**config.mk**
```make
export PLATFORM = sky130hd
export DESIGN_NAME = ram_nport
export DESIGN_NICKNAME = d
export VERILOG_FILES = /design/src/rtl/ram_nport_pkg.sv /design/src/rtl/ram_clear_fsm.sv /design/src/rtl/ram_nport.sv
export SDC_FILE = /design/constraint.sdc
export NUM_CORES = 1
export LEC_CHECK = 0
export ABC_AREA = 1
export BUFFER_PORTS_ARGS = -buffer_cell sky130_fd_sc_hd__buf_2
export CORE_MARGIN = 8
export CORE_UTILIZATION = 55
export CTS_BUF_LIST = sky130_fd_sc_hd__clkbuf_8
export CTS_CLUSTER_DIAMETER = 50
export DETAILED_ROUTE_END_ITERATION = 7
export HOLD_SLACK_MARGIN = 0.08
export PLACE_DENSITY = 0.74
export REMOVE_ABC_BUFFERS = 1
export SETUP_SLACK_MARGIN = 0.2
export SLEW_MARGIN = 20
export SYNTH_ARGS = -nofsm -noshare
export SYNTH_HDL_FRONTEND = slang
export SYNTH_HIERARCHICAL = 1
export SYNTH_SLANG_ARGS = --single-unit
```
**constraint.sdc**
```tcl
create_clock -name clk -period 4.9 [get_ports clk]
set_clock_uncertainty 0.2 [all_clocks]
set_input_delay 0.245 -clock clk [delete_from_list [all_inputs] [get_ports clk]]
set_output_delay 0.245 -clock clk [all_outputs]
set_load 0.05 [all_outputs]
```
**src/rtl/ram_nport_pkg.sv**
```systemverilog
// Shared types and helpers for the N-read-port RAM and its clear sequencer.
// Latency: n/a (types and constant functions only).
// Backpressure: n/a.
package ram_nport_pkg;

  // Clear sequencer states: sweeping the array, or serving user traffic.
  typedef enum logic {
    CLEAR = 1'b0,
    IDLE  = 1'b1
  } clr_state_e;

  // Number of words addressed by an addr_w-bit address.
  function automatic int depth_of(input int addr_w);
    return 1 << addr_w;
  endfunction

endpackage

```
**src/rtl/ram_clear_fsm.sv**
```systemverilog
// Clear sequencer: sweeps CLEAR_VAL over every word after reset and on clr request.
// Latency: busy rises the cycle after clr is sampled; the sweep lasts DEPTH cycles.
// Backpressure: none; while busy the RAM ignores user writes, reads and clr.
module ram_clear_fsm
  import ram_nport_pkg::*;
#(
  parameter int ADDR_W = 4
) (
  input  logic              clk,
  input  logic              rst,
  input  logic              clr,
  output logic              clr_we,
  output logic [ADDR_W-1:0] clr_addr,
  output logic              busy
);

  localparam int DEPTH = depth_of(ADDR_W);
  // Completion is detected on the last address, not on pointer wrap.
  localparam logic [ADDR_W-1:0] LAST_ADDR = ADDR_W'(DEPTH - 1);

  clr_state_e        state_q, state_d;
  logic [ADDR_W-1:0] ptr_q, ptr_d;
  logic              busy_q, busy_d;

  // Next-state: advance the sweep pointer, or arm a new sweep on clr.
  always_comb begin
    state_d = state_q;
    ptr_d   = ptr_q;
    unique case (state_q)
      CLEAR: begin
        ptr_d = ptr_q + ADDR_W'(1);
        if (ptr_q == LAST_ADDR) begin
          state_d = IDLE;
        end
      end
      IDLE: begin
        if (clr) begin
          state_d = CLEAR;
          ptr_d   = '0;
        end
      end
      default: state_d = CLEAR;
    endcase
    busy_d = (state_d == CLEAR);
  end

  // State, pointer and busy registers; reset restarts the sweep from address 0.
  always_ff @(posedge clk or posedge rst) begin
    if (rst) begin
      state_q <= CLEAR;
      ptr_q   <= '0;
      busy_q  <= 1'b1;
    end else begin
      state_q <= state_d;
      ptr_q   <= ptr_d;
      busy_q  <= busy_d;
    end
  end

  assign clr_we   = (state_q == CLEAR);
  assign clr_addr = ptr_q;
  assign busy     = busy_q;

endmodule

```
**src/rtl/ram_nport.sv**
```systemverilog
// One-write / RD_PORTS-read synchronous RAM with hardware clear sequencer.
// Latency: 1 cycle for reads (dout/rvalid registered); writes visible the next cycle.
// Backpressure: none; busy=1 during clear, when we/re/clr are ignored.
// Build option: define RAM_NPORT_BYPASS_EN for write-first collisions (default read-first).
module ram_nport
  import ram_nport_pkg::*;
#(
  parameter int                DATA_W    = 8,
  parameter int                ADDR_W    = 4,
  parameter int                RD_PORTS  = 2,
  parameter logic [DATA_W-1:0] CLEAR_VAL = '0
) (
  input  logic                         clk,
  input  logic                         rst,
  input  logic                         we,
  input  logic [ADDR_W-1:0]            waddr,
  input  logic [DATA_W-1:0]            din,
  input  logic [RD_PORTS-1:0]          re,
  input  logic [RD_PORTS*ADDR_W-1:0]   raddr,
  output logic [RD_PORTS*DATA_W-1:0]   dout,
  output logic [RD_PORTS-1:0]          rvalid,
  input  logic                         clr,
  output logic                         busy
);

  localparam int DEPTH = depth_of(ADDR_W);

  logic [DATA_W-1:0] mem_q [DEPTH];

  logic              clr_we;
  logic [ADDR_W-1:0] clr_addr;
  logic              user_we;
  logic              mem_we;
  logic [ADDR_W-1:0] mem_waddr;
  logic [DATA_W-1:0] mem_wdat;

  ram_clear_fsm #(.ADDR_W(ADDR_W)) u_clear_fsm (
    .clk      (clk),
    .rst      (rst),
    .clr      (clr),
    .clr_we   (clr_we),
    .clr_addr (clr_addr),
    .busy     (busy)
  );

  // Write mux: the clear sweep owns the write port; user writes only when idle.
  always_comb begin
    user_we   = we & ~busy;
    mem_we    = clr_we | user_we;
    mem_waddr = waddr;
    mem_wdat  = din;
    if (clr_we) begin
      mem_waddr = clr_addr;
      mem_wdat  = CLEAR_VAL;
    end
  end

  // Storage array; contents are initialised by the clear sweep, not by reset.
  always_ff @(posedge clk) begin
    if (mem_we) begin
      mem_q[mem_waddr] <= mem_wdat;
    end
  end

  for (genvar i = 0; i < RD_PORTS; i++) begin : g_rd
    logic [ADDR_W-1:0] ra;
    logic              rd_en;
    logic [DATA_W-1:0] dout_q, dout_d;
    logic              rvalid_q, rvalid_d;

    // Read port: capture on re, otherwise hold data and drop valid.
    always_comb begin
      ra       = raddr[i*ADDR_W +: ADDR_W];
      rd_en    = re[i] & ~busy;
      rvalid_d = rd_en;
      dout_d   = dout_q;
      if (rd_en) begin
        dout_d = mem_q[ra];
`ifdef RAM_NPORT_BYPASS_EN
        if (user_we && (waddr == ra)) begin
          dout_d = din;
        end
`endif
      end
    end

    // Registered read data and valid.
    always_ff @(posedge clk or posedge rst) begin
      if (rst) begin
        dout_q   <= '0;
        rvalid_q <= 1'b0;
      end else begin
        dout_q   <= dout_d;
        rvalid_q <= rvalid_d;
      end
    end

    assign dout[i*DATA_W +: DATA_W] = dout_q;
    assign rvalid[i]                = rvalid_q;
  end

endmodule

```
==> impl_metrics.tcl <==
set metrics [dict create \
    grtUsageTotal_pct 23.9 \
    finalPower_mw 4.24 \
    max_freq_mhz 353 \
    coreArea_um2 13700 \
    worstHoldEndpoint "mem_q[3][2]" \
    synthAdderAreaFrac_pct 0.164 \
    setup.worst_path.start_class "register" \
    critPathRequiredTime_ps 4790 \
    cp_data_arrival_time_ps 2720 \
    period_share_pct 57.8 \
    dr.pass1.iters 6 \
    cts-buffers-inserted 17 \
    whs_path_depth 4 \
    clkLatencyLatePin_ps 460 \
    rr_worst_depth 6 \
    yosysSeqAreaShare_pct 58.2 \
    h-tree-depth 4 \
    die_h_um 134 \
    finalCriticalPeriod_ps 2830 \
    whs_ps 128 \
    r2r_setup_slack_ps 2070 \
    overflow 0 \
    grt_first_pass_wirelength_mm 32.7 \
    synthMuxAreaShare_pct 0 \
    synth_xor_area_share_pct 0 \
    fp.dieArea_um2 17900 \
    r2r-start "u_clear_fsm/state_q" \
    postRouteAntennaNets 0 \
    pre_cts_ws_ps 2100 \
    synth_area_um2 7630 \
    rsz0062_at_grt "false" \
    clock-sinks 152 \
    drv_slew 0 \
    place_congestion 0.903 \
    synth.distinct_cells 21 \
    setup_viol 0 \
    layout.nets 936 \
    multi_input_area_um2 2700 \
    worst_pin_slew_ps 1170 \
    worstSetupEndpointType "register" \
    synth-compound-area-share_pct 0.459 \
    ctsResizeCount 0 \
    drive_gt1_share_pct 10.1 \
    vias 6335 \
    ys_ff_latch 152 \
    grt_max_degree 66 \
    grt_pass1_vias 5982 \
    drcViolationCount 0 \
    initial_core_util_pct 55.6 \
    routed_wirelength_mm 20.8 \
    max-cap-violations 0 \
    drt-initial-drc-count 1150 \
    peakVddDrop_v 0.000374 \
    post-dp-hpwl_mm 13.0 \
    clkTransAtPathRegs_ps 80 \
    diodes 0 \
    cts_buffer_depth 2 \
    min_from "din[2]" \
    finalWorstSetupSlack_ps 2070 \
    timing.setup.tns_ps 0 \
    r2r-end "mem_q[10][6]" \
    ios 45 \
    static-leakage-power_nw 3.64 \
    die_w_um 134 \
    fillers 1165 \
    cp_max_fo 16 \
    synth-simple-area-share_pct 34.7 \
    io_buffers 44 \
    antenna_found_initial 0 \
    max_slew_margin_pct 22.2 \
    post_cts_buffers 0 \
    cellPowerDensity_nw_per_um2 512 \
    rows 43 \
    synth_cells 880 \
    yosys_warnings 6 \
    synth_area_per_cell_um2 8.67 \
    seq_area_um2 4450 \
    worstSetupPathType "register to register" \
    cts_root_buf "clkbuf_8" \
    min_path_type "input port to register" \
    synth_top_family_by_area "simple AND/OR/NAND/NOR gates" \
    outcome "finished, final reports clean" \
    routedWlPerCell_um 18.9 \
    viasPerCell 5.75 \
    finalHoldViolCount 0 \
    syn_to_final_growth_pct 8.59 \
    cts_tree "done" \
]
stage by stage:
stage               std cells  area [um2]  utilization, %
floorplan                 829        7270               -
global placement         1060        7770            56.7
detailed placement       1060        7770            56.7
CTS                      1101        8280            60.3
global route             1102        8290            60.4
finish                   1102        8290            60.4
report_power, final:
part / internal [mW] / switching, mW
Sequential: 1.85 / 0.176
Combinational: 0.301 / 0.940
Clock: 0.528 / 0.449
per-layer routing:
metal  GRT usage, %  vias up  part of all wire, %
li1               -     2971                    -
met1           32.3     2902                   41
met2           35.5      394                   45
met3           6.32       68                   11
met4           10.3        0                  3.0
met5              0        -                    0
Yosys cell counts, drive strengths merged:
cell,count,area (um2)
inv,31,116
dfstp,1,26.3
buf,50,363
nand3,199,996
edfxtp,128,3840
a21oi,1,5.00
nand2,405,1520
ha,1,12.5
clkinv,3,12.5
o21ai,6,30.0
or2,4,25.0
clkbuf,1,3.75
nor2,27,101
dfrtp,23,576
logic make-up (layout without fill, tap and decap cells):
family / count (synthesis) / count (layout)
adders and majority gates: 1 / 1
AOI/OAI and AO/OA: 7 / 7
DFF: 152 / 152
buffers and inverters: 85 / 127
and+or+nand+nor: 635 / 635
critical path: stages, from the launching register on:
cell	delay [ps]
dfrtp_1	440
inv_1	390
inv_2	110
or2_1	220
o21ai_0	140
nand3_1	220
nor2_1	740
flip-flops by register name (all words and copies together) (netlist names):
register and cells:
g_rd.dout_q 16, g_rd.rvalid_q 2, mem_q 128, u_clear_fsm/busy 1
u_clear_fsm/clr_addr 4, u_clear_fsm/state_q 1
layout by cell type, fill, tap and decap left out, types with 5 or more instances in the layout:
cell | Yosys | layout
nand2_1 | 404 | 404
nand3_1 | 199 | 199
edfxtp_1 | 128 | 128
buf_2 | 26 | 44
inv_1 | 26 | 28
nor2_1 | 27 | 23
clkbuf_8 | 0 | 23
dfrtp_1 | 23 | 23
dlygate4sd3_1 | 0 | 10
buf_4 | 10 | 7
clkinv_2 | 1 | 6
o21ai_0 | 5 | 5
area by class of cell:
| class | count | share of cell area, % |
|---|---|---|
| clock buffers | 23 | 3.82 |
| inverters | 34 | 1.57 |
| repair buffers | 61 | 4.50 |
| multi-input cells | 643 | 32.6 |
| flip-flops and latches | 152 | 53.6 |
| clock inverters | 9 | 1.16 |
| well taps | 180 | 2.72 |
how the worst max path moves through the flow:
stage / startpoint / endpoint / slack (ps)
after floorplan: u_clear_fsm/state_q / mem_q[3][0] / 2690
after detailed placement: u_clear_fsm/state_q / mem_q[10][0] / 2100
after global routing: u_clear_fsm/state_q / mem_q[1][4] / 1870
after global placement: u_clear_fsm/state_q / mem_q[10][6] / 2130
final: u_clear_fsm/state_q / mem_q[10][6] / 2070
after CTS: u_clear_fsm/state_q / mem_q[10][6] / 2090
what timing repair did:
action                                  in CTS  in global routing
hold endpoints to repair                    47                 16
hold buffers                                 9                  1
endpoints found under the setup margin       0                  0
Power figures use the tool's default switching activity.
